`src/rtl/falafel_lock_ctrl.sv`:
```
`default_nettype none
// ============================================================================
//  Module      : falafel_lock_ctrl (with package falafel_pkg)
//  Description : Hardware spinlock client for the falafel allocator. Acquires
//                or releases a shared lock word in memory through a
//                single-outstanding request/grant/response port.
//                Acquire = read word, if zero write own ID, read back to
//                verify ownership; failures retry after a backoff.
//  Ports       : clk_i, rst_ni (async, active-low)
//                acquire_i, release_i         request pulses (IDLE only)
//                lock_ptr_i, lock_id_i        lock address / owner ID
//                ack_o, err_o                 completion / rejection pulses
//                locked_o, busy_o             status
//                mem_req_o, mem_we_o, mem_addr_o, mem_wdata_o,
//                mem_gnt_i, mem_rvalid_i, mem_rdata_i   memory port
//  Options     : `FALAFEL_LOCK_BACKOFF_EN enables exponential backoff
//                (2, 4, 8 ... BACKOFF_MAX cycles); otherwise backoff is a
//                single cycle and no counter exists.
//  Revision    : 1.0 - initial release
// ============================================================================

package falafel_pkg;
    localparam int unsigned DATA_W = 32;
endpackage

module falafel_lock_ctrl
    import falafel_pkg::*;
#(
    parameter int unsigned BACKOFF_MAX = 64
) (
    input  logic              clk_i,
    input  logic              rst_ni,
    input  logic              acquire_i,
    input  logic              release_i,
    input  logic [DATA_W-1:0] lock_ptr_i,
    input  logic [DATA_W-1:0] lock_id_i,
    output logic              ack_o,
    output logic              err_o,
    output logic              locked_o,
    output logic              busy_o,
    output logic              mem_req_o,
    output logic              mem_we_o,
    output logic [DATA_W-1:0] mem_addr_o,
    output logic [DATA_W-1:0] mem_wdata_o,
    input  logic              mem_gnt_i,
    input  logic              mem_rvalid_i,
    input  logic [DATA_W-1:0] mem_rdata_i
);

    // Reject illegal backoff limits at elaboration time.
    if (BACKOFF_MAX < 2 || (BACKOFF_MAX & (BACKOFF_MAX - 1)) != 0) begin : g_param_check
        $error("BACKOFF_MAX must be a power of two and at least 2");
    end

    typedef enum logic [3:0] {
        ST_IDLE     = 4'd0,
        ST_RD_REQ   = 4'd1,
        ST_RD_WAIT  = 4'd2,
        ST_WR_REQ   = 4'd3,
        ST_WR_WAIT  = 4'd4,
        ST_VFY_REQ  = 4'd5,
        ST_VFY_WAIT = 4'd6,
        ST_BACKOFF  = 4'd7,
        ST_REL_REQ  = 4'd8,
        ST_REL_WAIT = 4'd9,
        ST_DONE     = 4'd10
    } state_e;

`ifdef FALAFEL_LOCK_BACKOFF_EN
    // Counter must be able to hold BACKOFF_MAX itself.
    localparam int unsigned c_cnt_w = $clog2(BACKOFF_MAX) + 1;
    localparam logic [c_cnt_w-1:0] c_bo_init = c_cnt_w'(2);
    localparam logic [c_cnt_w-1:0] c_bo_max  = c_cnt_w'(BACKOFF_MAX);

    logic [c_cnt_w-1:0] bo_cnt_q, bo_cnt_d;
    logic [c_cnt_w-1:0] bo_len_q, bo_len_d;
`endif

    state_e              state_q, state_d;
    logic [DATA_W-1:0]   ptr_q, ptr_d;
    logic [DATA_W-1:0]   id_q, id_d;
    logic                locked_q, locked_d;
    logic                ack_q, ack_d;
    logic                err_q, err_d;
    logic                busy_q, busy_d;
    logic                req_q, req_d;
    logic                we_q, we_d;
    logic [DATA_W-1:0]   addr_q, addr_d;
    logic [DATA_W-1:0]   wdata_q, wdata_d;

    always_comb begin
        state_d  = state_q;
        ptr_d    = ptr_q;
        id_d     = id_q;
        locked_d = locked_q;
        ack_d    = 1'b0;
        err_d    = 1'b0;
        req_d    = req_q;
        we_d     = we_q;
        addr_d   = addr_q;
        wdata_d  = wdata_q;
`ifdef FALAFEL_LOCK_BACKOFF_EN
        bo_cnt_d = bo_cnt_q;
        bo_len_d = bo_len_q;
`endif

        case (state_q)
            ST_IDLE: begin
                // Snapshot config so later register writes cannot disturb
                // the operation in flight.
                if (acquire_i || release_i) begin
                    ptr_d = lock_ptr_i;
                    id_d  = lock_id_i;
                end
                // Release has priority only when there is something to release.
                if (release_i && locked_q) begin
                    state_d = ST_REL_REQ;
                    req_d   = 1'b1;
                    we_d    = 1'b1;
                    addr_d  = lock_ptr_i;
                    wdata_d = '0;
                end else if (acquire_i) begin
                    if (locked_q) begin
                        state_d = ST_DONE;
                        ack_d   = 1'b1;
                    end else if (lock_id_i == '0) begin
                        // ID 0 is the "free" marker and can never own the lock.
                        state_d = ST_DONE;
                        ack_d   = 1'b1;
                        err_d   = 1'b1;
                    end else begin
                        state_d = ST_RD_REQ;
                        req_d   = 1'b1;
                        we_d    = 1'b0;
                        addr_d  = lock_ptr_i;
`ifdef FALAFEL_LOCK_BACKOFF_EN
                        bo_len_d = c_bo_init;
`endif
                    end
                end else if (release_i) begin
                    state_d = ST_DONE;
                    ack_d   = 1'b1;
                end
            end

            ST_RD_REQ: begin
                if (mem_gnt_i) begin
                    req_d   = 1'b0;
                    state_d = ST_RD_WAIT;
                end
            end

            ST_RD_WAIT: begin
                if (mem_rvalid_i) begin
                    if (mem_rdata_i == '0) begin
                        state_d = ST_WR_REQ;
                        req_d   = 1'b1;
                        we_d    = 1'b1;
                        addr_d  = ptr_q;
                        wdata_d = id_q;
                    end else begin
                        state_d = ST_BACKOFF;
`ifdef FALAFEL_LOCK_BACKOFF_EN
                        bo_cnt_d = bo_len_q - 1'b1;
`endif
                    end
                end
            end

            ST_WR_REQ: begin
                if (mem_gnt_i) begin
                    req_d   = 1'b0;
                    state_d = ST_WR_WAIT;
                end
            end

            ST_WR_WAIT: begin
                if (mem_rvalid_i) begin
                    state_d = ST_VFY_REQ;
                    req_d   = 1'b1;
                    we_d    = 1'b0;
                    addr_d  = ptr_q;
                end
            end

            ST_VFY_REQ: begin
                if (mem_gnt_i) begin
                    req_d   = 1'b0;
                    state_d = ST_VFY_WAIT;
                end
            end

            ST_VFY_WAIT: begin
                if (mem_rvalid_i) begin
                    // Another client may have overwritten our ID between our
                    // read and write; only a matching read-back confers ownership.
                    if (mem_rdata_i == id_q) begin
                        locked_d = 1'b1;
                        state_d  = ST_DONE;
                        ack_d    = 1'b1;
                    end else begin
                        state_d = ST_BACKOFF;
`ifdef FALAFEL_LOCK_BACKOFF_EN
                        bo_cnt_d = bo_len_q - 1'b1;
`endif
                    end
                end
            end

            ST_BACKOFF: begin
`ifdef FALAFEL_LOCK_BACKOFF_EN
                // Counter was loaded with N-1, so the state lasts N cycles.
                if (bo_cnt_q == '0) begin
                    state_d  = ST_RD_REQ;
                    req_d    = 1'b1;
                    we_d     = 1'b0;
                    addr_d   = ptr_q;
                    bo_len_d = (bo_len_q >= (c_bo_max >> 1)) ? c_bo_max : (bo_len_q << 1);
                end else begin
                    bo_cnt_d = bo_cnt_q - 1'b1;
                end
`else
                state_d = ST_RD_REQ;
                req_d   = 1'b1;
                we_d    = 1'b0;
                addr_d  = ptr_q;
`endif
            end

            ST_REL_REQ: begin
                if (mem_gnt_i) begin
                    req_d   = 1'b0;
                    state_d = ST_REL_WAIT;
                end
            end

            ST_REL_WAIT: begin
                if (mem_rvalid_i) begin
                    locked_d = 1'b0;
                    state_d  = ST_DONE;
                    ack_d    = 1'b1;
                end
            end

            ST_DONE: begin
                state_d = ST_IDLE;
            end

            default: begin
                state_d = ST_IDLE;
                req_d   = 1'b0;
            end
        endcase

        busy_d = (state_d != ST_IDLE);
    end

    always_ff @(posedge clk_i or negedge rst_ni) begin
        if (!rst_ni) begin
            state_q  <= ST_IDLE;
            ptr_q    <= '0;
            id_q     <= '0;
            locked_q <= 1'b0;
            ack_q    <= 1'b0;
            err_q    <= 1'b0;
            busy_q   <= 1'b0;
            req_q    <= 1'b0;
            we_q     <= 1'b0;
            addr_q   <= '0;
            wdata_q  <= '0;
`ifdef FALAFEL_LOCK_BACKOFF_EN
            bo_cnt_q <= '0;
            bo_len_q <= '0;
`endif
        end else begin
            state_q  <= state_d;
            ptr_q    <= ptr_d;
            id_q     <= id_d;
            locked_q <= locked_d;
            ack_q    <= ack_d;
            err_q    <= err_d;
            busy_q   <= busy_d;
            req_q    <= req_d;
            we_q     <= we_d;
            addr_q   <= addr_d;
            wdata_q  <= wdata_d;
`ifdef FALAFEL_LOCK_BACKOFF_EN
            bo_cnt_q <= bo_cnt_d;
            bo_len_q <= bo_len_d;
`endif
        end
    end

    assign ack_o       = ack_q;
    assign err_o       = err_q;
    assign locked_o    = locked_q;
    assign busy_o      = busy_q;
    assign mem_req_o   = req_q;
    assign mem_we_o    = we_q;
    assign mem_addr_o  = addr_q;
    assign mem_wdata_o = wdata_q;

endmodule

`default_nettype wire

```
`config.mk`:
```
export PLATFORM = sky130hd
export DESIGN_NAME = falafel_lock_ctrl
export DESIGN_NICKNAME = d
export VERILOG_FILES = /design/src/rtl/falafel_lock_ctrl.sv
export SDC_FILE = /design/constraint.sdc
export NUM_CORES = 1
export LEC_CHECK = 0
export ABC_CLOCK_PERIOD_IN_PS = 4160
export CORE_ASPECT_RATIO = 0.5
export CORE_UTILIZATION = 25
export CTS_CLUSTER_DIAMETER = 100
export DETAILED_ROUTE_END_ITERATION = 7
export PLACE_DENSITY = 0.51
export SLEW_MARGIN = 15
export SYNTH_ARGS = -nofsm -noshare
export SYNTH_HDL_FRONTEND = slang
export SYNTH_SLANG_ARGS = --single-unit
```
`constraint.sdc`:
```
create_clock -name clk_i -period 4.16 [get_ports clk_i]
set_clock_uncertainty 0.05 [all_clocks]
set_input_delay 0.832 -clock clk_i [delete_from_list [all_inputs] [get_ports clk_i]]
set_output_delay 0.832 -clock clk_i [all_outputs]
set_load 0.01 [all_outputs]
```
==> results of run 1 <==
## layout make-up
type,count,share of cell area (%)
clock buffers,21,5.189
clock inverters,10,1.559
inverters,4,0.1656
multi-input cells,297,30.47
flip-flops and latches,138,38.09
well taps,336,4.637
repair buffers,183,19.89
## cells by family after synthesis
group                     after synthesis  synth area share [%]
and+or+nand+nor                        73                 6.425
xor gates and xnor gates               34                 4.691
DFF                                   138                 54.39
AOI/OAI and AO/OA                      59                 7.194
muxes                                 131                 24.83
buffers and inverters                  32                 2.463
## sequential cells by signal, indices dropped and copies added, names as in the netlist
name         cells
locked_o         1
mem_req_o        1
mem_we_o         1
state_q          4
mem_wdata_o     32
ptr_q           32
err_o            1
busy_o           1
ack_o            1
mem_addr_o      32
id_q            32
## stage by stage
step / worst slack, ps / util [%] / hold WS [ps] / total power, uW
after detailed placement: 304.9 / 34.54 / 436.8 / 5006
after CTS: 759.9 / 37.05 / 409.2 / 6629
final: 761.1 / 37.05 / 387.7 / 6522
after global placement: 300.7 / 34.54 / 430.7 / 4964
after floorplan: 1418 / - / 423.7 / 4067
after global routing: 636.4 / 37.05 / 429.1 / 6935
## cell usage in the layout, fill, tap and decap left out, types with 2 or more instances in the layout
master,instances
clkbuf_16,17
nand2_1,14
a22o_1,32
nor4_1,22
dfrtp_1,138
mux2_2,100
nand3_1,3
nor2_1,8
and4_1,2
or2_2,2
buf_4,12
clkdlybuf4s50_1,170
clkinvlp_4,5
inv_1,4
clkbuf_8,3
o21ai_0,8
a21oi_1,5
nand4_1,4
a31oi_1,2
nor3_1,8
xor2_1,31
mux2_4,28
bufinv_16,3
xnor2_1,3
mux2i_1,3
## final timing paths
path | from | end | slack, ps
worst min register to register | mem_wdata_o[28] | mem_wdata_o[28] | 440
worst max-delay path | mem_rdata_i[12] | mem_addr_o[16] | 760
worst min-delay path | rst_ni | mem_addr_o[7] | 390
worst max register to register | state_q[2] | mem_addr_o[1] | 1010
min in group clk_i | mem_wdata_o[28] | mem_wdata_o[28] | 440
max in group asynchronous | rst_ni | mem_addr_o[12] | 2730
## metal layers
layer,track usage [%],wire (um),vias up
met5,0,0,-
li1,-,-,2074
met4,6.219,348,0
met1,18.88,8299,2248
met2,23.84,8846,72
met3,3.669,589,24
## worst max-delay path: stages
cell and delay [ps]:
clkdlybuf4s50_1 460, nor4_1 440, buf_4 180, nand4_1 80, nor3_2 330, o21ai_1 110, or4_4 810, mux2_4 400
## power breakdown
group          leakage [uW]  switching [uW]  internal (uW)
Combinational       0.00181            1040           1590
Sequential          0.00170             423           1890
Clock              0.000284             596            986
Total               0.00379            2060           4470
==> flow_summary.toml, run 1 <==
[run_status]
outcome = "finished clean"

[worst_hold_path]
hold_class = "in -> async"

[synthesis]
yosys-top-cells-count = "dfrtp_1 (138), mux2_2 (100), a22o_1 (32)"
syn-cell-area_um2 = 6349
synth_nets = 569
syn_area_per_cell_um2 = 13.59
yosys.cell_count.top_type = "dfrtp_1"
synthFlopType = "dfrtp_1"
ys_ff_latch = 138
netlist_instances = 467
yosys_warnings = 0
synth.largest_area_cell = "dfrtp_1"
netlist.area_leader.share_pct = 54.39
yosysSeqAreaShare_pct = 54.39
async_flop_share_pct = 100.0
synth.area.top_cells = "dfrtp_1 (54%), mux2_2 (18%), mux2_4 (6.6%)"
yosysUniqueCellTypes = 42
synth_edf_count = 0

[layout]
drive_gt1_share_pct = 27.57
fin_area_um2 = 9066
synthToLayoutAreaGrowth_pct = 42.81
diodes = 0
seqCellArea_um2 = 3453
layout.nets = 743
final_cells = 989
num-fill-cells = 2391
multi_input_area_um2 = 2763

[clock_network]
cts_tree = "built"
clock_latency_ps = 440
numCtsBuffers = 17
clock_path_buffers = 2
path_clk_slew_ps = 60
cts_resized = 0
hold_buffers = 0
h-tree-depth = 4
cts_root_buf = "clkbuf_16"
cts.sinks = 138
cts_setup_buffers = 0

[floorplanning]
initial_core_util_pct = 25.94
die_y_um = 114.7
io_pins = 172
die_area_um2 = 26070
die_w_um = 227.4
coreArea_um2 = 24470
rows = 40

[timing]
setup_violations = 0
period_minus_slack_ps = 3399
finalSetupTns_ps = 0
max_freq_ghz = 0.2942
rsz0062_at_grt = "false"
max_slew_margin_pct = 44.01
slew_violations = 0
post-route-period-util_pct = 81.71
worst_slew_pin_slew_ps = 837.3
finalHoldViolCount = 0

[critical_path]
cp_data_required_time_ps = 4430
crit_fanout = 34
cp-end-kind = "flip-flop"
arrival_ps = 3670
path_class = "in -> reg"
reg2reg_depth = 5
worst_setup_path_start_kind = "input pin"

[pwr]
vdd_drop_max_v = 0.0002470
p_per_area_nw_per_um2 = 719.4
p_leak_uw = 0.003794

[place]
dp_hpwl_mm = 12.76
placed_cell_area_um2 = 8454
dp_cells = 958
io_buffers = 171
finalWeightedCongestion = 0.7661

[detailed_routing]
first_pass_iters = 4
num_vias = 4418
drc = 0
drt_iter0_drc = 235
ant_nets = 0
routed_wirelength_mm = 18.08
avgViaCountPerCell = 4.467
wl_per_cell_um = 18.29

[global_routing]
grt_antenna_before_repair = 0
grt.total_usage_pct = 14.77
grt_max_degree = 81
grt_pass1_wl_mm = 28.24
overflow = 0
grt_pass1_vias = 4735

[run]
drv_cap = 0
(Power assumes the default switching activity.)
==> run 2: changes to the inputs <==
Settings changed: ABC_CLOCK_PERIOD_IN_PS 4160 to 3300.
Clock period 4.16 ns to 3.3 ns, I/O delays scaled along.
==> flow_summary.toml, run 2 (same netlist as run 1, synthesis figures left out) <==
[critical_path]
reg2reg_to = "mem_addr_o[20]"
critPathLaunch = "mem_rdata_i[6]"
crit_chain = "clkdlybuf4s50_1, nor4_1, nand2_1, nor3_2, o21ai_1, or4_4, buf_12, mux2_4"
crit_fanout = 19
reg2reg_depth = 6
critPathSlowestCell = "or4_4"
arrival_ps = 3210
path_class = "in -> reg"
worst_setup_path_start_kind = "input pin"
r2r_slack_ps = 720
max_stage_delay_ps = 530
cp_data_required_time_ps = 3560
cp-end-kind = "flip-flop"
reg2reg_from = "state_q[2]"

[global_routing]
overflow = 0
groute.layer.met1.usage_pct = 18.50
grtUsageMet2_pct = 24.51
grt_use_met3_pct = 3.926
grt_pass1_wl_mm = 28.26
grt_max_degree = 66
grt_antenna_before_repair = 0
grt.total_usage_pct = 14.62
grt_pass1_vias = 4933
grt-busiest-layer = "met2"

[pwr]
vdd_drop_max_v = 0.0003999
p_leak_uw = 0.003989
p_per_area_nw_per_um2 = 888.5

[floorplanning]
initial_core_util_pct = 25.94
die_y_um = 114.7
coreArea_um2 = 24470
io_pins = 172
die_area_um2 = 26070
rows = 40
die_w_um = 227.4

[clock_network]
cts_setup_buffers = 0
h-tree-depth = 4
cts.sinks = 138
cts_root_buf = "clkbuf_16"
clock_path_buffers = 2
numCtsBuffers = 17
cts_tree = "built"
clock_latency_ps = 430
path_clk_slew_ps = 60
cts_resized = 0
hold_buffers = 0

[layout]
layout_commonest_cell = "clkdlybuf4s50_1"
layout.nets = 774
utilization_pct = 38.25
synthToLayoutAreaGrowth_pct = 47.46
diodes = 0
drive_gt1_share_pct = 31.09
layout_common_cells = "clkdlybuf4s50_1 (170), dfrtp_1 (138), mux2_2 (100)"

[timing]
max_freq_ghz = 0.3391
whs_ps = 171.6
finalHoldViolCount = 0
rsz0062_at_grt = "false"
slew_violations = 0
worst_slew_pin_slew_ps = 1134
setup_violations = 0
max_slew_margin_pct = 24.19
period_minus_slack_ps = 2949
post-route-period-util_pct = 89.36

[place]
dp_hpwl_mm = 13.27
io_buffers = 171
finalWeightedCongestion = 0.7613

[detailed_routing]
ant_nets = 0
num_vias = 4473
avgViaCountPerCell = 4.381
first_pass_iters = 4
drc = 0
drt_iter0_drc = 171
wl_per_cell_um = 17.71
routed_wirelength_mm = 18.09

[run]
drv_cap = 0

[run_status]
outcome = "finished clean"

[worst_hold_path]
hold_class = "in -> async"
run 2: critical path: cells and delay by family:
kind                   cells  cell delay, ps
and+or+nand+nor            4            1480
muxes                      1             300
AOI/OAI and AO/OA          1             120
buffers and inverters      2             620
run 2: report_power, final:
part           switching [uW]  internal (uW)  total, uW
Combinational            1330           2130       3460
Clock                     756           1190       1940
Sequential                541           2380       2920
run 2: how the worst max path moves through the flow:
| stage | endpoint | cells after the start | slack (ps) |
|---|---|---|---|
| floorplan | mem_addr_o[10] | 8 | 730 |
| global placement | mem_addr_o[19] | 8 | -130 |
| detailed placement | mem_addr_o[15] | 9 | -90 |
| CTS | mem_addr_o[15] | 8 | 370 |
| global route | mem_addr_o[8] | 9 | 270 |
| finish | mem_addr_o[15] | 8 | 350 |
run 2: through the flow:
stage               setup WS (ps)  total power, uW  setup TNS, ps  cell area [um^2]  instances
detailed placement         -90.67             6447          -2259              8762        989
finish                      351.2             8318              0              9361       1021
global route                268.6             8817              0              9361       1021
global placement           -132.9             6380          -3806              8762        989
CTS                         371.8             8441              0              9361       1021
floorplan                   730.2             5127              0              6349        467
run 2: layout make-up:
cell class | count | area, um^2
tap | 336 | 420.4
clock inverter | 15 | 173.9
timing repair buffer | 214 | 2111
clock buffer | 17 | 425.4
fill | 2370 | 15110
inverter | 4 | 15.01
multi-input combinational | 297 | 2763
sequential | 138 | 3453
run 2: routing by layer:
| metal | vias up | routed length, um |
|---|---|---|
| met4 | 0 | 224 |
| met5 | - | 0 |
| li1 | 2140 | - |
| met3 | 17 | 549 |
| met1 | 2248 | 8301 |
| met2 | 68 | 9010 |
==> run 3: changes to the inputs <==
Settings changed: CORE_MARGIN from default to 2.
==> flow_summary.toml, run 3 (same netlist as run 1, synthesis figures left out) <==
[timing]
fin_ws_ps = 181.1
rsz0062_at_grt = "false"
finalHoldViolCount = 0
period_minus_slack_ps = 3119
max_freq_ghz = 0.3206
post-route-period-util_pct = 94.51
whs_ps = 215.8
slew_violations = 0
setup_violations = 0
max_slew_margin_pct = 50.13
worst_slew_pin_slew_ps = 748.1

[run_status]
outcome = "finished clean"

[worst_hold_path]
hold_class = "in -> async"

[place]
finalWeightedCongestion = 0.7774
placed_cell_area_um2 = 8755
dp_cells = 993
io_buffers = 171
dp_hpwl_mm = 13.16
place_ws_ps = -381.5

[global_routing]
grt_use_met3_pct = 2.856
grt_pass1_wl_mm = 28.49
grt-busiest-layer = "met2"
grtUsageMet2_pct = 23.76
grt_pass1_vias = 4822
grt_antenna_before_repair = 1
groute.layer.met1.usage_pct = 18.35
grt_max_degree = 78
grt.total_usage_pct = 14.20
overflow = 0

[critical_path]
crit_fanout = 20
path_class = "in -> reg"
endpoint = "mem_addr_o[23]"
reg2reg_to = "mem_addr_o[23]"
critPathLaunch = "mem_rdata_i[0]"
reg2reg_depth = 6
cp-end-kind = "flip-flop"
arrival_ps = 3370
critPathSlowestCell = "or4_4"
crit_chain = "clkdlybuf4s50_1, nor4_1, buf_4, nand4_1, nor3_2, o21ai_1, or4_4, buf_12, mux2_4"
r2r_slack_ps = 720
max_stage_delay_ps = 530
reg2reg_from = "state_q[2]"
worst_setup_path_start_kind = "input pin"
cp_data_required_time_ps = 3550

[clock_network]
clock_path_buffers = 2
cts_tree = "built"
numCtsBuffers = 17
path_clk_slew_ps = 60
hold_buffers = 0
h-tree-depth = 4
clock_latency_ps = 420
cts_root_buf = "clkbuf_16"
cts.sinks = 138

[detailed_routing]
first_pass_iters = 4
ant_nets = 0
drc = 0
drt_iter0_drc = 328
num_vias = 4537
wl_per_cell_um = 17.91
routed_wirelength_mm = 18.36
avgViaCountPerCell = 4.426

[layout]
fin_area_um2 = 9404
final_cells = 1025
layout_common_cells = "clkdlybuf4s50_1 (170), dfrtp_1 (138), mux2_2 (100)"
layout_commonest_cell = "clkdlybuf4s50_1"
num-fill-cells = 2404
utilization_pct = 37.49
layout.nets = 770
synthToLayoutAreaGrowth_pct = 48.13
drive_gt1_share_pct = 30.59

[floorplanning]
initial_core_util_pct = 25.31
coreArea_um2 = 25090
die_y_um = 116.7
die_area_um2 = 26760
io_pins = 172
rows = 41
die_w_um = 229.4

[run]
drv_cap = 0

[pwr]
p_leak_uw = 0.003991
p_per_area_nw_per_um2 = 902.3
vdd_drop_max_v = 0.0004010
## run 3: layout make-up
class / count / area [um^2] / area share, %
Sequential cell: 138 / 3453 / 36.72
Multi-Input combinational cell: 297 / 2769 / 29.44
Timing Repair Buffer: 210 / 2093 / 22.26
Clock buffer: 19 / 442.9 / 4.710
Tap cell: 344 / 430.4 / 4.577
Clock inverter: 12 / 197.7 / 2.102
Inverter: 4 / 15.01 / 0.1597
Antenna cell: 1 / 2.502 / 0.02661
## run 3: power by group
part | internal (uW) | total (uW) | switching [uW]
Combinational | 2140 | 3470 | 1330
Clock | 1350 | 2110 | 754
Sequential | 2380 | 2910 | 528
## run 3: what timing repair did
action                                  4_1_cts  5_1_grt
endpoints found under the setup margin        0       32
gates resized for setup                       0        1
setup buffers                                 0        0
## run 3: per-stage QoR
| step | power, uW | TNS (ps) |
|---|---|---|
| after global routing | 8993 | 0 |
| after global placement | 6386 | -12040 |
| after detailed placement | 6456 | -11960 |
| final | 8485 | 0 |
| after CTS | 8617 | 0 |
| after floorplan | 5127 | 0 |
## run 3: worst min-delay path by stage
stage	end	slack, ps	depth (start not counted)
2_1_floorplan	ack_o	310	0
3_3_place_gp	ptr_q[24]	430	1
3_5_place_dp	mem_wdata_o[16]	430	1
4_1_cts	mem_addr_o[5]	250	1
5_1_grt	mem_addr_o[5]	260	1
6_report	mem_addr_o[12]	220	1
## run 3: layer usage
| metal | routed length (um) | vias up |
|---|---|---|
| li1 | - | 2131 |
| met5 | 0 | - |
| met3 | 530 | 16 |
| met1 | 8446 | 2315 |
| met2 | 9080 | 75 |
| met4 | 297 | 0 |
## run 3: critical path: cells and delay by family
kind,cells,cell delay (ps)
compound gates,1,120
buf+inv,3,810
mux,1,310
simple gates,4,1460
